### config.mk
export PLATFORM = sky130hd
export DESIGN_NAME = red_pitaya_iq_na_sweep
export DESIGN_NICKNAME = d
export VERILOG_FILES = /design/src/rtl/red_pitaya_iq_na_pkg.sv /design/src/rtl/red_pitaya_iq_na_fifo.sv /design/src/rtl/red_pitaya_iq_na_sweep.sv
export SDC_FILE = /design/constraint.sdc
export NUM_CORES = 2
export LEC_CHECK = 0
export CAP_MARGIN = 15
export CORE_UTILIZATION = 45
export DETAILED_ROUTE_END_ITERATION = 7
export PLACE_DENSITY_LB_ADDON = 0.1
export SYNTH_ARGS = -nofsm -noshare
export SYNTH_HDL_FRONTEND = slang
export SYNTH_SLANG_ARGS = --single-unit
### constraint.sdc
create_clock -name clk_i -period 13.06 [get_ports clk_i]
set_input_delay 2.612 -clock clk_i [delete_from_list [all_inputs] [get_ports clk_i]]
set_output_delay 2.612 -clock clk_i [all_outputs]
set_load 0.01 [all_outputs]
### src/rtl/red_pitaya_iq_na_pkg.sv
// Shared definitions for the IQ network-analyzer sweep sequencer: FSM states,
// bus register offsets and ctrl bit positions.
package red_pitaya_iq_na_pkg;

   typedef enum logic [1:0] {
      ST_IDLE    = 2'd0,
      ST_SETTLE  = 2'd1,
      ST_AVERAGE = 2'd2,
      ST_STORE   = 2'd3
   } na_state_e;

   localparam logic [15:0] ADDR_CTRL    = 16'h0100;
   localparam logic [15:0] ADDR_START   = 16'h0104;
   localparam logic [15:0] ADDR_STEP    = 16'h0108;
   localparam logic [15:0] ADDR_POINTS  = 16'h010C;
   localparam logic [15:0] ADDR_AVG     = 16'h0110;
   localparam logic [15:0] ADDR_SLEEP   = 16'h0114;
   localparam logic [15:0] ADDR_STATUS  = 16'h0118;
   localparam logic [15:0] ADDR_HEAD_IL = 16'h0120;
   localparam logic [15:0] ADDR_HEAD_IH = 16'h0124;
   localparam logic [15:0] ADDR_HEAD_QL = 16'h0128;
   localparam logic [15:0] ADDR_HEAD_QH = 16'h012C;
   localparam logic [15:0] ADDR_LOG2    = 16'h0200;

   localparam int CTRL_START = 0;
   localparam int CTRL_ABORT = 1;
   localparam int CTRL_LOOP  = 2;

   // averages==0 behaves as one sample; returns the down-counter preload
   function automatic logic [31:0] avg_preload(input logic [31:0] averages);
      return (averages == 32'd0) ? 32'd0 : (averages - 32'd1);
   endfunction

endpackage

### src/rtl/red_pitaya_iq_na_fifo.sv
// Synchronous first-word-fall-through FIFO holding per-point {i_sum,q_sum} results.
module red_pitaya_iq_na_fifo
   import red_pitaya_iq_na_pkg::*;
#(
   parameter int WIDTH = 124,
   parameter int LOG2  = 4
) (
   input  logic             i_clk,
   input  logic             i_rst,
   input  logic             i_flush,
   input  logic             i_push,
   input  logic [WIDTH-1:0] i_wdata,
   input  logic             i_pop,
   output logic [WIDTH-1:0] o_rdata,
   output logic             o_full,
   output logic             o_empty,
   output logic [LOG2:0]    o_count
);
   localparam int DEPTH = 1 << LOG2;

   logic [WIDTH-1:0] r_mem [DEPTH];
   logic [LOG2-1:0]  r_wptr;
   logic [LOG2-1:0]  r_rptr;
   logic [LOG2:0]    r_count;
   logic             w_do_push;
   logic             w_do_pop;

   assign o_full    = (r_count == (LOG2+1)'(DEPTH));
   assign o_empty   = (r_count == (LOG2+1)'(0));
   assign o_count   = r_count;
   assign o_rdata   = r_mem[r_rptr];
   assign w_do_push = i_push && !o_full;
   assign w_do_pop  = i_pop && !o_empty;

   always_ff @(posedge i_clk) begin
      if (i_rst || i_flush) begin
         r_wptr  <= LOG2'(0);
         r_rptr  <= LOG2'(0);
         r_count <= (LOG2+1)'(0);
      end else begin
         if (w_do_push) r_wptr <= r_wptr + LOG2'(1);
         if (w_do_pop)  r_rptr <= r_rptr + LOG2'(1);
         case ({w_do_push, w_do_pop})
            2'b10:   r_count <= r_count + (LOG2+1)'(1);
            2'b01:   r_count <= r_count - (LOG2+1)'(1);
            default: r_count <= r_count;
         endcase
      end
   end

   // storage has no reset; pointers alone define validity
   always_ff @(posedge i_clk) begin
      if (w_do_push && !i_flush) r_mem[r_wptr] <= i_wdata;
   end

endmodule

### src/rtl/red_pitaya_iq_na_sweep.sv
// Network-analyzer sweep sequencer: steps the IQ frequency word, settles, averages,
// and queues per-point I/Q sums. Optional sweep looping via IQ_NA_SWEEP_LOOP_EN.
module red_pitaya_iq_na_sweep
   import red_pitaya_iq_na_pkg::*;
#(
   parameter int LPFBITS   = 24,
   parameter int PHASEBITS = 32,
   parameter int SUMBITS   = 62,
   parameter int FIFOLOG2  = 4
) (
   input  logic                 clk_i,
   input  logic                 rst_i,
   input  logic [LPFBITS-1:0]   quadrature1_i,
   input  logic [LPFBITS-1:0]   quadrature2_i,
   output logic [PHASEBITS-1:0] freq_o,
   output logic                 freq_valid_o,
   output logic                 busy_o,
   input  logic [15:0]          addr,
   input  logic                 wen,
   input  logic                 ren,
   output logic                 ack,
   output logic [31:0]          rdata,
   input  logic [31:0]          wdata
);
   na_state_e              r_state, w_state_nxt;
   logic [PHASEBITS-1:0]   r_start_freq, r_step_freq, r_freq;
   logic [15:0]            r_points, r_idx;
   logic [31:0]            r_averages, r_sleep, r_cnt;
   logic [SUMBITS-1:0]     r_isum, r_qsum, w_qi_ext, w_qq_ext;
   logic                   r_freq_valid, r_busy, r_ack;
   logic [31:0]            r_rdata, w_rdata_nxt;
   logic                   w_start, w_abort, w_loop, w_last;
   logic                   w_restart, w_reload, w_step, w_enter_settle, w_enter_avg;
   logic                   w_cnt_dec, w_acc, w_push, w_pop;
   logic                   w_fifo_full, w_fifo_empty;
   logic [FIFOLOG2:0]      w_fifo_count;
   logic [2*SUMBITS-1:0]   w_fifo_rdata;
   logic [63:0]            w_head_i, w_head_q;

   assign w_start  = wen && (addr == ADDR_CTRL) && wdata[CTRL_START];
   assign w_abort  = wen && (addr == ADDR_CTRL) && wdata[CTRL_ABORT];
   assign w_pop    = ren && (addr == ADDR_HEAD_QH) && !w_fifo_empty;
   assign w_last   = (r_idx == (r_points - 16'd1));
   assign w_qi_ext = {{(SUMBITS-LPFBITS){quadrature1_i[LPFBITS-1]}}, quadrature1_i};
   assign w_qq_ext = {{(SUMBITS-LPFBITS){quadrature2_i[LPFBITS-1]}}, quadrature2_i};

`ifdef IQ_NA_SWEEP_LOOP_EN
   logic r_loop;
   always_ff @(posedge clk_i) begin
      if (rst_i) r_loop <= 1'b0;
      else if (wen && (addr == ADDR_CTRL)) r_loop <= wdata[CTRL_LOOP];
      else r_loop <= r_loop;
   end
   assign w_loop = r_loop;
`else
   assign w_loop = 1'b0;
`endif

   always_ff @(posedge clk_i) begin
      if (rst_i) begin
         r_state <= ST_IDLE;
         r_busy  <= 1'b0;
      end else begin
         r_state <= w_state_nxt;
         r_busy  <= (w_state_nxt != ST_IDLE);
      end
   end

   // abort outranks start; a start with zero points is simply dropped
   always_comb begin
      w_state_nxt    = r_state;
      w_restart      = 1'b0;
      w_reload       = 1'b0;
      w_step         = 1'b0;
      w_enter_settle = 1'b0;
      w_enter_avg    = 1'b0;
      w_cnt_dec      = 1'b0;
      w_acc          = 1'b0;
      w_push         = 1'b0;
      if (w_abort) begin
         w_state_nxt = ST_IDLE;
      end else if (w_start && (r_points != 16'd0)) begin
         w_state_nxt    = ST_SETTLE;
         w_restart      = 1'b1;
         w_enter_settle = 1'b1;
      end else begin
         case (r_state)
            ST_IDLE: w_state_nxt = ST_IDLE;
            ST_SETTLE: begin
               if (r_cnt == 32'd0) begin
                  w_state_nxt = ST_AVERAGE;
                  w_enter_avg = 1'b1;
               end else begin
                  w_cnt_dec = 1'b1;
               end
            end
            ST_AVERAGE: begin
               w_acc = 1'b1;
               if (r_cnt == 32'd0) w_state_nxt = ST_STORE;
               else w_cnt_dec = 1'b1;
            end
            ST_STORE: begin
               if (!w_fifo_full) begin
                  w_push = 1'b1;
                  if (!w_last) begin
                     w_step         = 1'b1;
                     w_state_nxt    = ST_SETTLE;
                     w_enter_settle = 1'b1;
                  end else if (w_loop) begin
                     w_reload       = 1'b1;
                     w_state_nxt    = ST_SETTLE;
                     w_enter_settle = 1'b1;
                  end else begin
                     w_state_nxt = ST_IDLE;
                  end
               end else begin
                  w_state_nxt = ST_STORE;
               end
            end
            default: w_state_nxt = ST_IDLE;
         endcase
      end
   end

   always_ff @(posedge clk_i) begin
      if (rst_i) begin
         r_freq       <= PHASEBITS'(0);
         r_freq_valid <= 1'b0;
         r_idx        <= 16'd0;
         r_cnt        <= 32'd0;
         r_isum       <= SUMBITS'(0);
         r_qsum       <= SUMBITS'(0);
      end else begin
         r_freq_valid <= 1'b0;
         if (w_restart || w_reload) begin
            r_freq       <= r_start_freq;
            r_idx        <= 16'd0;
            r_freq_valid <= 1'b1;
         end else if (w_step) begin
            r_freq       <= r_freq + r_step_freq;
            r_idx        <= r_idx + 16'd1;
            r_freq_valid <= 1'b1;
         end
         if (w_enter_settle) begin
            r_cnt  <= r_sleep;
            r_isum <= SUMBITS'(0);
            r_qsum <= SUMBITS'(0);
         end else if (w_enter_avg) begin
            r_cnt <= avg_preload(r_averages);
         end else if (w_cnt_dec) begin
            r_cnt <= r_cnt - 32'd1;
         end
         if (w_acc) begin
            r_isum <= r_isum + w_qi_ext;
            r_qsum <= r_qsum + w_qq_ext;
         end
      end
   end

   red_pitaya_iq_na_fifo #(.WIDTH(2*SUMBITS), .LOG2(FIFOLOG2)) u_fifo (
      .i_clk   (clk_i),
      .i_rst   (rst_i),
      .i_flush (w_restart),
      .i_push  (w_push),
      .i_wdata ({r_isum, r_qsum}),
      .i_pop   (w_pop),
      .o_rdata (w_fifo_rdata),
      .o_full  (w_fifo_full),
      .o_empty (w_fifo_empty),
      .o_count (w_fifo_count)
   );

   assign w_head_i = w_fifo_empty ? 64'd0 :
      {{(64-SUMBITS){w_fifo_rdata[2*SUMBITS-1]}}, w_fifo_rdata[2*SUMBITS-1:SUMBITS]};
   assign w_head_q = w_fifo_empty ? 64'd0 :
      {{(64-SUMBITS){w_fifo_rdata[SUMBITS-1]}}, w_fifo_rdata[SUMBITS-1:0]};

   always_comb begin
      w_rdata_nxt = 32'd0;
      case (addr)
         ADDR_CTRL:    w_rdata_nxt = {29'd0, w_loop, r_state};
         ADDR_START:   w_rdata_nxt = 32'(r_start_freq);
         ADDR_STEP:    w_rdata_nxt = 32'(r_step_freq);
         ADDR_POINTS:  w_rdata_nxt = {16'd0, r_points};
         ADDR_AVG:     w_rdata_nxt = r_averages;
         ADDR_SLEEP:   w_rdata_nxt = r_sleep;
         ADDR_STATUS:  w_rdata_nxt = {6'd0, w_fifo_full, r_busy, 8'(w_fifo_count), r_idx};
         ADDR_HEAD_IL: w_rdata_nxt = w_head_i[31:0];
         ADDR_HEAD_IH: w_rdata_nxt = w_head_i[63:32];
         ADDR_HEAD_QL: w_rdata_nxt = w_head_q[31:0];
         ADDR_HEAD_QH: w_rdata_nxt = w_head_q[63:32];
         ADDR_LOG2:    w_rdata_nxt = 32'(FIFOLOG2);
         default:      w_rdata_nxt = 32'd0;
      endcase
   end

   always_ff @(posedge clk_i) begin
      if (rst_i) begin
         r_ack        <= 1'b0;
         r_rdata      <= 32'd0;
         r_start_freq <= PHASEBITS'(0);
         r_step_freq  <= PHASEBITS'(0);
         r_points     <= 16'd0;
         r_averages   <= 32'd0;
         r_sleep      <= 32'd0;
      end else begin
         r_ack   <= wen | ren;
         r_rdata <= ren ? w_rdata_nxt : 32'd0;
         if (wen) begin
            case (addr)
               ADDR_START:  r_start_freq <= wdata[PHASEBITS-1:0];
               ADDR_STEP:   r_step_freq  <= wdata[PHASEBITS-1:0];
               ADDR_POINTS: r_points     <= wdata[15:0];
               ADDR_AVG:    r_averages   <= wdata;
               ADDR_SLEEP:  r_sleep      <= wdata;
               default:     ;
            endcase
         end
      end
   end

   assign freq_o       = r_freq;
   assign freq_valid_o = r_freq_valid;
   assign busy_o       = r_busy;
   assign ack          = r_ack;
   assign rdata        = r_rdata;

endmodule

==> metrics <==
outcome finished with violations; failing checks design-rule violations; worst rel slew slack 16.72%; FF+latch area 67640 um2; CTS sink count 2386; pwr dens 134.9 nW/um2; Post-Route Skew 54.08 ps; Post-Synth Adder-Cell Area 2.208%; GRT overflow 0; DR vias/cell 6.079; Post-Syn Area 101100 um2; critical path capture point type register; sw frac 20.07%; top_reg_cell synth edfxtp_1; CP max FO 51; largest net degree at the start of global routing 130; required time worst endpoint 13900 ps; max cap viols 0; post-DP HPWL 177400 um; Die Wd 476.0 um; top post-synthesis cells by area edfxtp_1 59%, mux4_2 14%, dfxtp_1 8.0%; Crit Path Category input port to register; fill count 18090; post-route worst setup slack 5612 ps; DR WL met3 16620 um; DRC errors left 2; compound-gate portion of the synthesized area 6.799%; Gate Count Post-Synth 6357; RSZ-0062 raised after global routing no; main combinational cell family by area after synthesis multiplexers; worst min path class register to register; gr usage total 25.90%; drt first pass iters 8; FF+latch count, synth 2386; Worst Path Arrival 8290 ps; row cnt 173; initial antenna violation count 5; post-synthesis mux area share 14.66%; RD Place Congestion 0.8939; Worst VDD drop 120.9 uV; post-synth net total 6633; CTS root buffer clkbuf_16; die area 226600 um2; global-route wire length before repair 421900 um; Post-Place Cells 9259; fin. max-slew vios 0; Worst-Margin Slew 1236 ps; met2 routed WL 141900 um; Setup TNS Final 0 ps; DR vias 59130; core area 222700 um2; Peak Freq 134.3 MHz; Clk Latency, worst-skew pair 940 ps; IO Count 167; syn_area_per_cell 15.91 um2; Area growth, synth to finish 13.22%; post-layout util 51.40%; vias in the first global route 58740; Seq/Total Area, Yosys 66.88%; worst-case clock buffer depth 4; Starting DRT DRC Count 6096; share of cells above drive strength 1 17.56%; total internal power 12.34 mW; Clk pwr share 46.1%; combinational share of power 1.3%; YS warnings 0; port bufs 166; top-count cell post-synth edfxtp_1; total power 15.44 mW; Sequential Power Share 52.6%; DRT met1 WL 126900 um; Initial Util 45.40%; Tcrit/Tclk final 57.03%; Routed WL per cell 30.18 um; XOR/XNOR share of the synthesized area 1.940%; simple-gate share of the synthesized area 5.661%; Fin. Hold Viols 0; Final setup viols 0; crit start category input port; Commonest cells post-synth 1984 x edfxtp_1, 620 x mux4_2, 561 x nand2_1; remaining antenna violation count 0; Post-synth EDFFs 1984; clock slew at reported path FFs 60 ps; Switch Pwr 3.100 mW; CTS Buf Count 274; final WL 293500 um; Non-Filler Instances 9727; ys async rst share 0%; H-tree Lvls 5; Final Critical Period 7448 ps; Final nets 6836; top routing layer in use met4; CTS tree built; area taken by multi-input logic gates 31790 um2; Synth cell types 85; Leak 40.45 nW; # Post-CTS Setup Buffers 0; post_cts resized 0; Yosys top cell by area edfxtp_1; top cell type's share of synthesized area 58.92%; setup slack at placement 4734 ps; CTS Hold Bufs 0; chip height 476.0 um
[power groups by stage]
stage | combinational (mW) | clock, mW | sequential, mW
3_3_place_gp | 0.196 | 0 | 8.28
3_5_place_dp | 0.196 | 0 | 8.28
2_1_floorplan | 0.0981 | 0 | 8.28
5_1_grt | 0.210 | 7.55 | 8.12
6_report | 0.198 | 7.12 | 8.12
4_1_cts | 0.197 | 7.26 | 8.12
[state kept, by name, indices dropped and copies added (netlist names), 32 cells and up, named ones only]
register,cells
freq_o,32
r_isum,62
r_step_freq,32
r_start_freq,32
r_cnt,32
rdata,32
r_qsum,62
r_averages,32
u_fifo.r_mem,1984
r_sleep,32
[metal layers]
metal / vias up / GRT usage [%]
met5: - / 0
met3: 388 / 3.616
met2: 2024 / 42.33
li1: 25550 / -
met4: 0 / 7.535
met1: 31170 / 36.19
[cell type report]
class / instances / share of cell area, %
repair buffers: 288 / 2.339
well taps: 2975 / 3.252
inverters: 126 / 0.4131
multi-input cells: 3484 / 27.77
clock inverters: 100 / 0.6503
clock buffers: 360 / 6.477
diodes: 8 / 0.01749
flip-flops and latches: 2386 / 59.08
[metrics by stage]
step                area [um2]  hold WS (ps)
global route            114500         491.1
floorplan               101100         441.7
finish                  114500         468.7
CTS                     114500         470.1
detailed placement      106300         466.1
global placement        106300         456.7
[cells by family (layout without fill, tap and decap cells)]
kind of cell	after synthesis	after routing
xor gates and xnor gates	224	224
other	0	8
DFF	2386	2386
and+or+nand+nor	1279	1279
adders and majority gates	176	176
muxes	704	704
AOI/OAI and AO/OA	1101	1101
buffers and inverters	487	874
[cell usage in the layout, fill, tap and decap left out, types with 14 or more instances in the layout]
master,instances
o22ai_1,75
a21o_1,93
o41ai_1,14
nor2b_1,19
clkbuf_16,278
o21ai_0,185
nor4_1,32
nor2_1,311
a22oi_1,18
nand2_1,558
a211oi_1,23
edfxtp_1,1984
nor2_4,14
nand2b_1,25
o21a_1,19
a21oi_1,382
clkbuf_8,15
clkinv_1,34
o211ai_1,14
clkdlybuf4s50_1,161
a32oi_1,17
nor3_1,66
mux2i_1,71
and2_1,17
dfxtp_1,398
inv_1,125
a31oi_1,91
xor2_1,83
nand4_1,32
mux4_2,620
clkinv_2,40
a221oi_1,40
buf_4,114
clkbuf_1,67
and3_1,27
xnor2_1,141
nand3_1,83
o21bai_1,26
ha_1,172
[worst paths after layout]
path | start | to | slack [ps] | cells past startpoint
max | addr[2] | r_cnt[30]$_SDFFE_PP0P_ | 5610 | 14
min | r_sleep[21]$_SDFFE_PP0P_ | r_cnt[21]$_SDFFE_PP0P_ | 470 | 2
max reg2reg | r_points[0]$_SDFFE_PP0P_ | u_fifo.r_mem[4][11]$_DFFE_PP_ | 7040 | 11
min reg2reg | r_sleep[21]$_SDFFE_PP0P_ | r_cnt[21]$_SDFFE_PP0P_ | 470 | 2
[critical path, stage by stage]
cell and delay [ps]:
buf_2 100, buf_4 330, nor2_1 630, nand4_1 200
nor3b_1 920, o211ai_2 410, and2b_1 470, inv_2 140
a21oi_2 60, nor2_4 850, buf_4 680, and2_1 460
a22oi_1 150, a21oi_1 190
Note: power is estimated with default switching activity, not from simulation.
